===== src/rtl/sgpio_master_if.sv =====
// SGPIO serial bus: clock, frame sync and data lines between one master and one slave.
interface sgpio_master_if;
    logic o_sgpio_clk;
    logic o_sgpio_sync;
    logic o_sgpio_mosi;
    logic i_sgpio_miso;

    modport master (
        output o_sgpio_clk,
        output o_sgpio_sync,
        output o_sgpio_mosi,
        input  i_sgpio_miso
    );

    modport slave (
        input  o_sgpio_clk,
        input  o_sgpio_sync,
        input  o_sgpio_mosi,
        output i_sgpio_miso
    );
endinterface


===== src/rtl/sgpio_master.sv =====
// SGPIO master: streams i_user_sw to the slave and collects its LED byte, one sync + 8 data bits.
// Optional macro SGPIO_MASTER_RX_FILTER_EN: accept an LED byte only when two consecutive frames agree.
module sgpio_master #(
    parameter int unsigned CLK_DIV = 4
) (
    input  logic           i_clk,
    input  logic           i_rstn,
    input  logic           i_enable,
    input  logic [7:0]     i_user_sw,
    output logic [7:0]     o_user_led,
    output logic           o_user_led_valid,
    output logic           o_frame_done,
    output logic           o_busy,
    sgpio_master_if.master sgpio
);

    typedef enum logic [1:0] {StIdle, StSync, StData} state_e;

    state_e     state_q;
    logic [7:0] cnt_q;
    logic [2:0] idx_q;
    logic [7:0] tx_q;
    logic [7:0] rx_q;
    logic       sclk_q;
    logic       sync_q;
    logic       mosi_q;
`ifdef SGPIO_MASTER_RX_FILTER_EN
    logic [7:0] rx_prev_q;
    logic       have_prev_q;
`endif

    logic       tick;
    logic       fall;
    logic [2:0] idx_nxt;

    assign tick    = (cnt_q == 8'(CLK_DIV - 1));
    // The half-period that ends with sclk high is the one producing the falling edge.
    assign fall    = tick & sclk_q;
    assign idx_nxt = idx_q + 3'd1;

    assign o_busy             = (state_q != StIdle);
    assign sgpio.o_sgpio_clk  = sclk_q;
    assign sgpio.o_sgpio_sync = sync_q;
    assign sgpio.o_sgpio_mosi = mosi_q;

    always_ff @(posedge i_clk or negedge i_rstn) begin
        if (!i_rstn) begin
            state_q          <= StIdle;
            cnt_q            <= '0;
            idx_q            <= '0;
            tx_q             <= '0;
            rx_q             <= '0;
            sclk_q           <= 1'b0;
            sync_q           <= 1'b0;
            mosi_q           <= 1'b0;
            o_user_led       <= '0;
            o_user_led_valid <= 1'b0;
            o_frame_done     <= 1'b0;
`ifdef SGPIO_MASTER_RX_FILTER_EN
            rx_prev_q        <= '0;
            have_prev_q      <= 1'b0;
`endif
        end else begin
            o_frame_done <= 1'b0;
            unique case (state_q)
                StIdle: begin
                    cnt_q  <= '0;
                    idx_q  <= '0;
                    sclk_q <= 1'b0;
                    mosi_q <= 1'b0;
                    sync_q <= i_enable;
                    if (i_enable) begin
                        tx_q    <= i_user_sw;
                        state_q <= StSync;
                    end
                end
                StSync, StData: begin
                    if (!tick) begin
                        cnt_q <= cnt_q + 8'd1;
                    end else begin
                        cnt_q  <= '0;
                        sclk_q <= ~sclk_q;
                        if (fall) begin
                            if (state_q == StSync) begin
                                sync_q <= 1'b0;
                                if (i_enable) begin
                                    mosi_q   <= tx_q[0];
                                    rx_q[0]  <= sgpio.i_sgpio_miso;
                                    idx_q    <= '0;
                                    state_q  <= StData;
                                end else begin
                                    mosi_q   <= 1'b0;
                                    state_q  <= StIdle;
                                end
                            end else if (idx_q != 3'd7) begin
                                rx_q[idx_nxt] <= sgpio.i_sgpio_miso;
                                mosi_q        <= tx_q[idx_nxt];
                                idx_q         <= idx_nxt;
                            end else begin
                                // Frame end: always follow with a sync so the slave latches it.
`ifdef SGPIO_MASTER_RX_FILTER_EN
                                if (have_prev_q && (rx_q == rx_prev_q)) begin
                                    o_user_led       <= rx_q;
                                    o_user_led_valid <= 1'b1;
                                end
                                rx_prev_q   <= rx_q;
                                have_prev_q <= 1'b1;
`else
                                o_user_led       <= rx_q;
                                o_user_led_valid <= 1'b1;
`endif
                                o_frame_done <= 1'b1;
                                tx_q         <= i_user_sw;
                                sync_q       <= 1'b1;
                                mosi_q       <= 1'b0;
                                idx_q        <= '0;
                                state_q      <= StSync;
                            end
                        end
                    end
                end
                default: state_q <= StIdle;
            endcase
        end
    end

endmodule


===== src/flat_wrapper.sv =====
// flat-port wrapper written by rule: the top's interface ports become plain ports
module sgpio_master_flat 
#(
    parameter int unsigned CLK_DIV = 4
)
  (i_clk, i_rstn, i_enable, i_user_sw, o_user_led, o_user_led_valid, o_frame_done, o_busy, sgpio_o_sgpio_clk, sgpio_o_sgpio_sync, sgpio_o_sgpio_mosi, sgpio_i_sgpio_miso);
  sgpio_master_if sgpio_i ();
  input  logic i_clk;
  input  logic i_rstn;
  input  logic i_enable;
  input  logic [7:0] i_user_sw;
  output logic [7:0] o_user_led;
  output logic o_user_led_valid;
  output logic o_frame_done;
  output logic o_busy;
  output wire logic [$bits(sgpio_i.o_sgpio_clk)-1:0] sgpio_o_sgpio_clk;
  output wire logic [$bits(sgpio_i.o_sgpio_sync)-1:0] sgpio_o_sgpio_sync;
  output wire logic [$bits(sgpio_i.o_sgpio_mosi)-1:0] sgpio_o_sgpio_mosi;
  input wire logic [$bits(sgpio_i.i_sgpio_miso)-1:0] sgpio_i_sgpio_miso;
  assign sgpio_o_sgpio_clk = sgpio_i.o_sgpio_clk;
  assign sgpio_o_sgpio_sync = sgpio_i.o_sgpio_sync;
  assign sgpio_o_sgpio_mosi = sgpio_i.o_sgpio_mosi;
  assign sgpio_i.i_sgpio_miso = sgpio_i_sgpio_miso;
  sgpio_master #(.CLK_DIV(CLK_DIV)) u_core (.i_clk(i_clk), .i_rstn(i_rstn), .i_enable(i_enable), .i_user_sw(i_user_sw), .o_user_led(o_user_led), .o_user_led_valid(o_user_led_valid), .o_frame_done(o_frame_done), .o_busy(o_busy), .sgpio(sgpio_i));
endmodule

===== config.mk =====
export PLATFORM = sky130hd
export DESIGN_NAME = sgpio_master_flat
export DESIGN_NICKNAME = d
export VERILOG_FILES = /design/src/rtl/sgpio_master_if.sv /design/src/rtl/sgpio_master.sv /design/src/flat_wrapper.sv
export SDC_FILE = /design/constraint.sdc
export NUM_CORES = 1
export LEC_CHECK = 0
export CORE_MARGIN = 5
export CORE_UTILIZATION = 25
export DETAILED_ROUTE_END_ITERATION = 8
export PLACE_DENSITY = 0.48
export SLEW_MARGIN = 20
export SYNTH_ARGS = -nofsm -noshare
export SYNTH_HDL_FRONTEND = slang
export SYNTH_SLANG_ARGS = --single-unit

===== constraint.sdc =====
create_clock -name i_clk -period 4.4 [get_ports i_clk]
set_input_delay 0.88 -clock i_clk [delete_from_list [all_inputs] [get_ports i_clk]]
set_output_delay 0.88 -clock i_clk [all_outputs]
set_load 0.03 [all_outputs]

==> results by group <==
Power and ir drop
  • Static leakage: 1.15 nW
  • Largest vdd supply drop: 150 uV
  • Sequential power share: 38.5%
  • Power per cell area: 519 mW/mm^2
  • Total power: 1.34 mW
  • Clock power frac: 19.4%
  • Net Switching: 0.491 mW
  • Comb pwr share: a little over two fifths
  • Cell Int Power: about 0.85 mW
  • Switching Share: between 30% and 40%

Synthesis
  • Mapped cell area: ~0.0021 mm^2
  • Synth warnings: 0
  • Seq/Total Area, Yosys: 50.1%
  • Mapped Nets: 201
  • Post-synth EDFFs: 0
  • Unique masters post-synth: 38
  • Top_reg_cell synth: dfrtp_1
  • Ys async rst share: 100%
  • Cells after synthesis: about 180
  • Yosys reg bits: 42
  • Syn_area_per_cell: between 10 and 15 um^2

Die
  • Boundary Pins: 26
  • Die area: 0.0103 mm^2
  • Row count: 33
  • Die width: 102 um
  • DIE HEIGHT: 102 um
  • Core Box Area: approximately 0.0082 mm^2
  • Starting density of the core: 25.6%

Clock tree
  • Worst skew pair latency: between 0.2 and 0.3 ns
  • # H-tree levels: 2
  • CTS buffer count: 5
  • CTS tree: done
  • Cell chosen for the clock root: clkbuf_8
  • Sink Count: 42
  • CTS Hold Buffers Added: 0
  • Post-CTS Repair Setup Buffers: 0
  • Post-CTS resize count: 0
  • CTS clk-pin slew, worst paths: about 0.08 ns
  • Clock buffer depth: 2

Critical path
  • Critical path class: reg -> out
  • Flop2flop setup slack: roughly 1.9 ns
  • Critical path capture point type: output pin
  • Reg2reg start: u_core.cnt_q[0]
  • Crit-path max FO: 4
  • Worst Path Required: about 3.5 ns
  • CP Data Arrival Time: approximately 1.8 ns
  • Crit start category: flop
  • Worst setup path startpoint: u_core.state_q[0]

Timing
  • RSZ-0062 raised after global routing: false
  • Tightest Pin Transition: 0.633 ns
  • Slew Limit Fails: 0
  • Fin. Hold Viols: 0
  • Slew Limit Headroom: ~58%
  • Hold WS: 0.471 ns
  • Final Skew: 0.00834 ns
  • Fin crit period: between 2 and 3 ns
  • Final Worst Setup Slack: approximately 1.7 ns
  • Achievable Freq: roughly 0.37 GHz
  • TNS Setup: 0 ns
  • Final Cycle Share: 61.6%
  • Final Setup Violations: 0

Global route
  • Grt total ovfl: 0
  • First-pass GRT wire length: between 7 and 8 mm
  • Vias in the first global route: 1484
  • Initial antenna violation count: 0
  • Pin count of the biggest net entering global routing: between 40 and 50
  • GRT Total Usage: a little under a tenth

Route
  • Via density: 4.49
  • Vias: 1419
  • DRT iter0 DRCs: 68
  • Post-DR wirelength/cell: 13.4 um
  • WL final: approximately 4.2 mm
  • Drt drc: 0
  • Final ANT Viol Nets: 0
  • Drt first pass iters: 4

Finish
  • Antenna cells: 0
  • Commonest cells after routing, fill and taps aside: dfrtp_1 (42), mux2_2 (26), clkdlybuf4s50_1 (24)
  • Post-layout util: 31.5%
  • FILL cells: 870
  • Layout area overhead: 22.9%
  • Commonest non-fill, non-tap cell in the layout: dfrtp_1
  • Fin nets: 229
  • Share of cells above drive strength 1: 19.4%

Hold path
  • Min-delay worst type: reg -> reg
  • Worst Min Path Start: u_core.o_user_led_valid

Place
  • Port bufs: 25
  • Detailed placement HPWL: approximately 3 mm
  • Post-place setup slack: 1.67 ns
  • Gpl congestion: 0.766

Status
  • Status: finished, final reports clean

Flow run
  • Max Cap Viol: 0
synthesized netlist by cell type, types with 2 or more instances:
cell      count  share of area, %
dfrtp_1      42                50
mux2_2       26                14
nor2_1       15               2.7
inv_1        11               2.0
nand2_1      10               1.8
nand3_1       8               1.9
ha_1          7               4.2
o21ai_0       6               1.4
clkbuf_1      5              0.90
mux2i_1       5               2.4
nand2b_1      5               1.5
nor2b_1       5               1.5
nor3_1        5               1.2
a22o_1        3               1.3
a211o_1       2              0.84
a21o_1        2              0.72
a21oi_1       2              0.48
nand4_1       2              0.60
xor2_1        2              0.84
state kept, by name, indices dropped and copies added, names as in the netlist:
| name | cells |
|---|---|
| u_core.cnt_q | 8 |
| u_core.idx_q | 3 |
| u_core.o_frame_done | 1 |
| u_core.o_user_led | 8 |
| u_core.o_user_led_valid | 1 |
| u_core.rx_q | 8 |
| u_core.sgpio.o_sgpio_clk | 1 |
| u_core.sgpio.o_sgpio_mosi | 1 |
| u_core.sgpio.o_sgpio_sync | 1 |
| u_core.state_q | 2 |
| u_core.tx_q | 8 |
layout make-up:
type | count | area (um^2) | share of cell area (%)
well taps | 105 | 131 | 5.10
repair buffers | 26 | 273 | 10.6
clock inverters | 2 | 12.5 | 0.486
multi-input cells | 124 | 985 | 38.2
inverters | 11 | 41.3 | 1.60
clock buffers | 6 | 82.6 | 3.21
flip-flops and latches | 42 | 1050 | 40.8
final timing paths:
path,end,cells after the start
max,o_busy,4
min,u_core.o_user_led_valid,1
max reg2reg,u_core.tx_q[1],5
min reg2reg,u_core.o_user_led_valid,1
max in group asynchronous,u_core.o_user_led_valid,2
min in group asynchronous,u_core.state_q[0],1
stage by stage:
stage / instances / area [um^2]
floorplan: 182 / 2100
global placement: 307 / 2450
detailed placement: 307 / 2450
CTS: 315 / 2550
global route: 316 / 2580
finish: 316 / 2580
routing by layer:
metal / wire length [um] / vias to the layer above / share of wire (%) / track usage (%)
li1: - / 704 / - / -
met1: 2110 / 689 / 50 / 12.5
met2: 1850 / 21 / 44 / 13.5
met3: 229 / 5 / 5.4 / 3.79
met4: 57 / 0 / 1.3 / 2.76
met5: 0 / - / 0 / 0
power groups by stage:
stage | clock network (mW) | registers, mW | logic, mW
2_1_floorplan | 0 | 0.515 | 0.436
3_3_place_gp | 0 | 0.523 | 0.568
3_5_place_dp | 0 | 0.524 | 0.568
4_1_cts | 0.274 | 0.516 | 0.569
5_1_grt | 0.286 | 0.526 | 0.633
6_report | 0.259 | 0.515 | 0.563
cell families after synthesis:
family	after synthesis	synth area share, %
buffers and inverters	16	2.87
muxes	31	16.4
and+or+nand+nor	58	15.6
adders and majority gates	7	4.18
AOI/OAI and AO/OA	25	9.55
xor gates and xnor gates	3	1.25
DFF	42	50.1
worst max-delay path, stage by stage (launching register included):
cell and delay, ns:
dfrtp_1 0.40, inv_1 0.08, ha_1 0.25, inv_1 0.12, clkdlybuf4s50_1 0.68
No activity file was read; power rests on OpenSTA's default activity.
